[src/rtl/camera_capture_sequencer_if.sv]
`default_nettype none
// ============================================================================
// Module      : camera_capture_sequencer_if
// Description : Pixel FIFO write port between the capture sequencer and the
//               pixel FIFO.
//               Signals:
//                 fifo_wr_en   - write enable, driven by the sequencer
//                 fifo_wr_data - 16-bit write word, driven by the sequencer
//                 fifo_full    - FIFO cannot accept a write this cycle
//               Modports:
//                 master - the sequencer (writer)
//                 slave  - the FIFO (reader)
// Revision    : 1.0 - initial release
// ============================================================================
interface camera_capture_sequencer_if;
    logic        fifo_wr_en;
    logic [15:0] fifo_wr_data;
    logic        fifo_full;

    modport master (
        output fifo_wr_en,
        output fifo_wr_data,
        input  fifo_full
    );

    modport slave (
        input  fifo_wr_en,
        input  fifo_wr_data,
        output fifo_full
    );
endinterface
`default_nettype wire

[src/rtl/camera_capture_sequencer.sv]
`default_nettype none
// ============================================================================
// Module      : camera_capture_sequencer
// Description : Builds one composite image over several frames. Each frame
//               keeps one Bayer-preserving line pair per LINE_STRIDE lines
//               (the current phase) and streams a header word plus pixel
//               words for every kept line into the pixel FIFO. A phase that
//               loses a word or sees a short line is retried next frame.
// Ports       : clk, reset_n       - clock, async active-low reset
//               request_image      - start a capture (ignored while busy)
//               abort              - cancel the capture immediately
//               frame_start/_end   - synced FV edges (1-cycle pulses)
//               line_start/_end    - synced LV edges (1-cycle pulses)
//               pixel_sample       - pixel_data is valid this cycle
//               pixel_data[11:0]   - synced pixel value
//               fifo               - FIFO write port (master modport)
//               busy               - not in IDLE
//               image_started      - pulse on first frame of a capture
//               image_finished     - pulse when a capture ends
//               capture_error      - sticky error until next request
//               frames_used[7:0]   - frames consumed by the capture
// Revision    : 1.0 - initial release
// ============================================================================
module camera_capture_sequencer #(
    parameter int PIXELS_PER_LINE = 2592,
    parameter int LINES_PER_FRAME = 1944,
    parameter int LINE_STRIDE     = 16,
    parameter int MAX_FRAMES      = 32
) (
    input  logic                              clk,
    input  logic                              reset_n,
    input  logic                              request_image,
    input  logic                              abort,
    input  logic                              frame_start,
    input  logic                              frame_end,
    input  logic                              line_start,
    input  logic                              line_end,
    input  logic                              pixel_sample,
    input  logic [11:0]                       pixel_data,
    camera_capture_sequencer_if.master        fifo,
    output logic                              busy,
    output logic                              image_started,
    output logic                              image_finished,
    output logic                              capture_error,
    output logic [7:0]                        frames_used
);

    localparam int                c_phases     = LINE_STRIDE / 2;
    localparam int                c_ph_w       = $clog2(c_phases);
    localparam logic [c_ph_w-1:0] c_last_phase = c_ph_w'(c_phases - 1);
    localparam logic [12:0]       c_lines      = 13'(LINES_PER_FRAME);
    localparam logic [12:0]       c_pixels     = 13'(PIXELS_PER_LINE);
    localparam logic [7:0]        c_max_frames = 8'(MAX_FRAMES);

    typedef enum logic [1:0] {
        IDLE   = 2'd0,
        ARMED  = 2'd1,
        STREAM = 2'd2,
        DONE   = 2'd3
    } state_t;

    state_t             r_state;
    state_t             w_state_next;
    logic [c_ph_w-1:0]  r_phase;
    logic [7:0]         r_frames_used;
    logic [11:0]        r_line_idx;
    logic [11:0]        r_pix_cnt;
    logic               r_frame_fail;
    logic               r_capture_error;
    logic               r_image_started;
    logic               r_wr_en;
    logic [15:0]        r_wr_data;

    logic w_start_capture;
    logic w_frame_begin;
    logic w_phase_adv;
    logic w_err_budget;

    // Keep pattern: line pairs cycle through the phases; since the stride is
    // a power of two the modulo reduces to a bit slice of the pair index.
    logic w_active;
    logic w_kept;
    logic w_line_room;
    logic w_hdr;
    logic w_pix;
    logic w_want;
    logic w_write;
    logic w_drop;
    logic w_short;

    assign w_active    = (r_state == STREAM) && !abort && !w_frame_begin;
    assign w_kept      = (r_line_idx[c_ph_w:1] == r_phase) &&
                         ({1'b0, r_line_idx} < c_lines);
    assign w_line_room = ({1'b0, r_pix_cnt} < c_pixels);
    assign w_hdr       = w_active && line_start && w_kept;
    // A pixel coincident with line_start cannot belong to the new line.
    assign w_pix       = w_active && pixel_sample && !line_start && w_kept && w_line_room;
    assign w_want      = w_hdr || w_pix;
    assign w_write     = w_want && !fifo.fifo_full;
    assign w_drop      = w_want && fifo.fifo_full;
    assign w_short     = w_active && line_end && w_kept && w_line_room;

    // ------------------------------------------------------------------
    // FSM state register
    // ------------------------------------------------------------------
    always_ff @(posedge clk or negedge reset_n) begin
        if (!reset_n) begin
            r_state <= IDLE;
        end else begin
            r_state <= w_state_next;
        end
    end

    // ------------------------------------------------------------------
    // FSM next state and control strobes
    // ------------------------------------------------------------------
    always_comb begin
        w_state_next    = r_state;
        w_start_capture = 1'b0;
        w_frame_begin   = 1'b0;
        w_phase_adv     = 1'b0;
        w_err_budget    = 1'b0;
        if (abort) begin
            w_state_next = IDLE;
        end else begin
            case (r_state)
                IDLE: begin
                    if (request_image) begin
                        w_state_next    = ARMED;
                        w_start_capture = 1'b1;
                    end
                end
                ARMED: begin
                    if (frame_start) begin
                        w_state_next  = STREAM;
                        w_frame_begin = 1'b1;
                    end
                end
                STREAM: begin
                    // A frame_start here means frame_end was missed: the
                    // running frame is discarded and a fresh one begins.
                    if (frame_start) begin
                        if (r_frames_used == c_max_frames) begin
                            w_state_next = DONE;
                            w_err_budget = 1'b1;
                        end else begin
                            w_frame_begin = 1'b1;
                        end
                    end else if (frame_end) begin
                        w_phase_adv = !r_frame_fail;
                        if (!r_frame_fail && (r_phase == c_last_phase)) begin
                            w_state_next = DONE;
                        end else if (r_frames_used == c_max_frames) begin
                            w_state_next = DONE;
                            w_err_budget = 1'b1;
                        end else begin
                            w_state_next = ARMED;
                        end
                    end
                end
                DONE: begin
                    w_state_next = IDLE;
                end
                default: begin
                    w_state_next = IDLE;
                end
            endcase
        end
    end

    // ------------------------------------------------------------------
    // Counters, error tracking and registered FIFO write
    // ------------------------------------------------------------------
    always_ff @(posedge clk or negedge reset_n) begin
        if (!reset_n) begin
            r_phase         <= '0;
            r_frames_used   <= 8'd0;
            r_line_idx      <= 12'd0;
            r_pix_cnt       <= 12'd0;
            r_frame_fail    <= 1'b0;
            r_capture_error <= 1'b0;
            r_image_started <= 1'b0;
            r_wr_en         <= 1'b0;
            r_wr_data       <= 16'd0;
        end else begin
            r_image_started <= 1'b0;
            r_wr_en         <= w_write;
            if (w_write) begin
                r_wr_data <= w_hdr ? {4'hC, r_line_idx} : {4'h0, pixel_data};
            end

            if (w_start_capture) begin
                r_capture_error <= 1'b0;
                r_frames_used   <= 8'd0;
                r_phase         <= '0;
            end

            if (w_frame_begin) begin
                r_frames_used   <= r_frames_used + 8'd1;
                r_line_idx      <= 12'd0;
                r_pix_cnt       <= 12'd0;
                r_frame_fail    <= 1'b0;
                r_image_started <= (r_state == ARMED) && (r_frames_used == 8'd0);
            end else if (w_active) begin
                if (line_end && (r_line_idx != 12'hFFF)) begin
                    r_line_idx <= r_line_idx + 12'd1;
                end
                if (line_start) begin
                    r_pix_cnt <= 12'd0;
                end else if (w_pix) begin
                    // Counts consumed pixels, including ones lost to a full FIFO.
                    r_pix_cnt <= r_pix_cnt + 12'd1;
                end
                if (w_drop || w_short) begin
                    r_frame_fail    <= 1'b1;
                    r_capture_error <= 1'b1;
                end
            end

            if (w_phase_adv) begin
                r_phase <= r_phase + 1'b1;
            end
            if (w_err_budget) begin
                r_capture_error <= 1'b1;
            end
        end
    end

    assign fifo.fifo_wr_en   = r_wr_en;
    assign fifo.fifo_wr_data = r_wr_data;
    assign busy              = (r_state != IDLE);
    assign image_started     = r_image_started;
    assign image_finished    = (r_state == DONE);
    assign capture_error     = r_capture_error;
    assign frames_used       = r_frames_used;

endmodule
`default_nettype wire

[src/flat_wrapper.sv]
// flat-port wrapper written by rule: the top's interface ports become plain ports
module camera_capture_sequencer_flat 
#(
    parameter int PIXELS_PER_LINE = 2592,
    parameter int LINES_PER_FRAME = 1944,
    parameter int LINE_STRIDE     = 16,
    parameter int MAX_FRAMES      = 32
)
  (clk, reset_n, request_image, abort, frame_start, frame_end, line_start, line_end, pixel_sample, pixel_data, busy, image_started, image_finished, capture_error, frames_used, fifo_fifo_wr_en, fifo_fifo_wr_data, fifo_fifo_full);
  camera_capture_sequencer_if fifo_i ();
  input  logic clk;
  input  logic reset_n;
  input  logic request_image;
  input  logic abort;
  input  logic frame_start;
  input  logic frame_end;
  input  logic line_start;
  input  logic line_end;
  input  logic pixel_sample;
  input  logic [11:0] pixel_data;
  output logic busy;
  output logic image_started;
  output logic image_finished;
  output logic capture_error;
  output logic [7:0] frames_used;
  output wire logic [$bits(fifo_i.fifo_wr_en)-1:0] fifo_fifo_wr_en;
  output wire logic [$bits(fifo_i.fifo_wr_data)-1:0] fifo_fifo_wr_data;
  input wire logic [$bits(fifo_i.fifo_full)-1:0] fifo_fifo_full;
  assign fifo_fifo_wr_en = fifo_i.fifo_wr_en;
  assign fifo_fifo_wr_data = fifo_i.fifo_wr_data;
  assign fifo_i.fifo_full = fifo_fifo_full;
  camera_capture_sequencer #(.PIXELS_PER_LINE(PIXELS_PER_LINE), .LINES_PER_FRAME(LINES_PER_FRAME), .LINE_STRIDE(LINE_STRIDE), .MAX_FRAMES(MAX_FRAMES)) u_core (.clk(clk), .reset_n(reset_n), .request_image(request_image), .abort(abort), .frame_start(frame_start), .frame_end(frame_end), .line_start(line_start), .line_end(line_end), .pixel_sample(pixel_sample), .pixel_data(pixel_data), .fifo(fifo_i), .busy(busy), .image_started(image_started), .image_finished(image_finished), .capture_error(capture_error), .frames_used(frames_used));
endmodule
[config.mk]
export PLATFORM = sky130hd
export DESIGN_NAME = camera_capture_sequencer_flat
export DESIGN_NICKNAME = d
export VERILOG_FILES = /design/src/rtl/camera_capture_sequencer_if.sv /design/src/rtl/camera_capture_sequencer.sv /design/src/flat_wrapper.sv
export SDC_FILE = /design/constraint.sdc
export NUM_CORES = 1
export LEC_CHECK = 0
export CAP_MARGIN = 0
export CORE_MARGIN = 2
export CORE_UTILIZATION = 45
export DETAILED_ROUTE_END_ITERATION = 8
export GPL_TIMING_DRIVEN = 0
export PLACE_DENSITY_LB_ADDON = 0.3
export SYNTH_ARGS = -nofsm -noshare
export SYNTH_HDL_FRONTEND = slang
export SYNTH_SLANG_ARGS = --single-unit
export TNS_END_PERCENT = 10
[constraint.sdc]
create_clock -name clk -period 2.73 [get_ports clk]
set_input_delay 0.546 -clock clk [delete_from_list [all_inputs] [get_ports clk]]
set_output_delay 0.546 -clock clk [all_outputs]
set_load 0.005 [all_outputs]
==> impl_metrics.py <==
metrics = {
    "clock_tree": {
        "cts-htree-levels": 2,
        "clk_pin_slew_worst_paths_ps": 100,
        "cts_root_buf": "clkbuf_8",
        "ctsResizeCount": 0,
        "cts_buffers": 5,
        "clock_latency_ps": 310,
        "clock_sinks": 54,
        "clk_path_buf_depth": 2,
        "cts_tree": "yes",
    },
    "route": {
        "vias_per_cell": 5.54,
        "drt-initial-drc-count": 156,
        "dr.pass1.iters": 4,
        "routedWlPerCell_um": 14.9,
        "ant_nets": 0,
        "drt_wl_total_mm": 6.74,
        "vias": 2503,
        "drc": 0,
    },
    "flow_run": {
        "maxCapViolations": 0,
    },
    "timing": {
        "max_freq_ghz": 0.387,
        "drv_slew": 0,
        "final.setup.tns_ps": 0,
        "hold_viol_final": 0,
        "setup_violations": 0,
        "skew_ps": 9.77,
        "tightest_slew_ps": 801,
        "slew_headroom_pct": 46.1,
        "whs_ps": 177,
        "fin_crit_ps": 2580,
        "fin_crit_sh_pct": 94.6,
        "rsz0062_at_grt": "true",
    },
    "pwr": {
        "power_density_nw_per_um2": 623,
        "p_leak_nw": 1.68,
        "p_total_mw": 2.35,
        "irDropWorstVdd_v": 0.000281,
    },
    "setup_path": {
        "crit_chain": "or4_4 -> o41ai_4 -> nand4_2 -> nor3_4 -> buf_6 -> mux2_4",
        "path_delay_family": "simple AND/OR/NAND/NOR gates",
        "cp-end-kind": "register",
        "slowest_delay_ps": 600,
        "worstPathArrival_ps": 2790,
        "crit_fanout": 10,
        "crit_required_ps": 2940,
        "slowest_stage": "or4_4",
        "cp-start-kind": "register",
        "crit_type": "reg -> reg",
        "worst-path-buf-inv": 1,
    },
    "final_layout": {
        "finalNonFillerCells": 452,
        "antenna_cells": 0,
        "syn_to_final_growth_pct": 22.2,
        "fillers": 631,
        "nets": 403,
        "utilization_pct": 56.1,
        "drive_gt1_share_pct": 10.2,
    },
    "yosys": {
        "yosysMostFrequentCell": "dfrtp_1",
        "synthArstFlopShare_pct": 100,
        "netlist_instances": 315,
        "synth_flop_cell": "dfrtp_1",
        "yosys.area.top_type": "dfrtp_1",
        "ys_ff_latch": 54,
        "synthTopCellsByCount": "54 x dfrtp_1, 28 x nand2_1, 22 x nand3_1",
        "synth_area_sq_um": 3080,
        "synth.area.top_cells": "dfrtp_1 44%, ha_1 4.1%, xor2_1 3.7%",
        "ys_types": 51,
        "syn_area_per_cell_sq_um": 9.78,
        "yosysWarningCount": 0,
        "yosysSeqAreaShare_pct": 43.8,
        "synth_top_cell_area_share_pct": 43.8,
        "synth-edff-count": 0,
    },
    "global_routing": {
        "antenna_found_initial": 0,
        "grt-busiest-layer": "met2",
        "gr-total-overflow": 0,
        "met1_usage_pct": 26.5,
        "grt_max_degree": 35,
        "track_usage_pct": 18.7,
        "grt_pass1_vias": 2334,
        "met3_usage_pct": 3.43,
        "use_met2_pct": 29.5,
        "grt_pass1_wl_mm": 11.2,
    },
    "floorplanning": {
        "core-area_sq_um": 6720,
        "die-height_um": 86.8,
        "die-area_sq_um": 7530,
        "ioPinCount": 51,
        "rows": 30,
        "start_util_pct": 45.9,
        "chipWidth_um": 86.8,
    },
    "hold_path": {
        "holdCritPathClass": "in -> async",
    },
    "outcome": {
        "status": "completed",
    },
    "place": {
        "placed_cells": 444,
        "place_congestion": 0.845,
        "post-dp-hpwl_mm": 5.00,
        "portBuffers": 47,
    },
}
## cell type report
class	count	area [sq um]	share of cell area, %
Clock buffer	6	82.6	2.19
Multi-Input combinational cell	233	1600	42.6
Buffer	17	86.3	2.29
Timing Repair Buffer	48	485	12.9
Inverter	12	45.0	1.20
Sequential cell	54	1350	35.9
Clock inverter	2	12.5	0.332
Tap cell	80	100	2.66
## placed cells by master, fill, tap and decap left out, types with 7 or more instances in the layout
master and instances:
dfrtp_1 54, mux2_4 7, clkbuf_1 9, clkdlybuf4s50_1 46, o21ai_0 16, nand2_1 28
nand4_1 11, or3_1 10, nand3_1 22, xor2_1 13, nor2_1 19, ha_1 10
a21oi_1 13, a22o_1 11, inv_1 12
## worst register-to-register path: stages, from the launching register on
cell	delay (ps)
dfrtp_1	460
or4_4	600
o41ai_4	400
nand4_2	190
nor3_4	310
buf_6	220
mux2_4	310
## stage by stage
stage / setup slack (ps) / area, sq um
2_1_floorplan: 359 / 3090
4_1_cts: 88.6 / 3770
6_report: 146 / 3770
3_3_place_gp: -542 / 3660
5_1_grt: -4.62 / 3770
3_5_place_dp: -3.10 / 3670
## cell families (layout without fill, tap and decap cells)
group                      after synthesis  after routing  share of synthesized area, %
AOI/OAI and AO/OA                       58             58                          13.0
xor gates and xnor gates                16             16                          4.55
adders and majority gates               10             10                          4.06
buffers and inverters                   29             85                          4.26
DFF                                     54             54                          43.8
muxes                                   18             18                          7.19
other                                    1              2                         0.122
and+or+nand+nor                        129            129                          23.0
## power breakdown
part	total [mW]	switching, mW	internal, mW
Sequential	1.06	0.119	0.943
Combinational	0.816	0.345	0.471
Clock	0.469	0.265	0.204
## what timing repair did
action                     in CTS  in global routing
hold buffers                    0                  0
hold endpoints to repair        0                  0
buffers inserted                0                  0
setup endpoints to repair       0                  5
## state kept, by name (all words and copies together) (netlist names)
register	count
u_core.capture_error	1
u_core.fifo.fifo_wr_data	13
u_core.fifo.fifo_wr_en	1
u_core.frames_used	8
u_core.image_started	1
u_core.r_frame_fail	1
u_core.r_line_idx	12
u_core.r_phase	3
u_core.r_pix_cnt	12
u_core.r_state	2
## routing by layer
| layer | vias to the layer above | wire length, um |
|---|---|---|
| li1 | 1240 | - |
| met1 | 1215 | 3190 |
| met2 | 42 | 3250 |
| met3 | 6 | 229 |
| met4 | 0 | 72 |
| met5 | - | 0 |
## final timing paths
path | startpoint | cells past startpoint | end | slack [ps]
max | u_core.frames_used[2] | 6 | u_core.fifo.fifo_wr_data[6] | 150
min | reset_n | 1 | u_core.fifo.fifo_wr_data[14] | 180
max reg2reg | u_core.frames_used[2] | 6 | u_core.fifo.fifo_wr_data[6] | 150
min reg2reg | u_core.r_frame_fail | 2 | u_core.r_frame_fail | 510
max in group asynchronous | reset_n | 2 | u_core.r_phase[2] | 2000
min in group clk | u_core.r_frame_fail | 2 | u_core.r_frame_fail | 510
No activity file was read; power rests on OpenSTA's default activity.
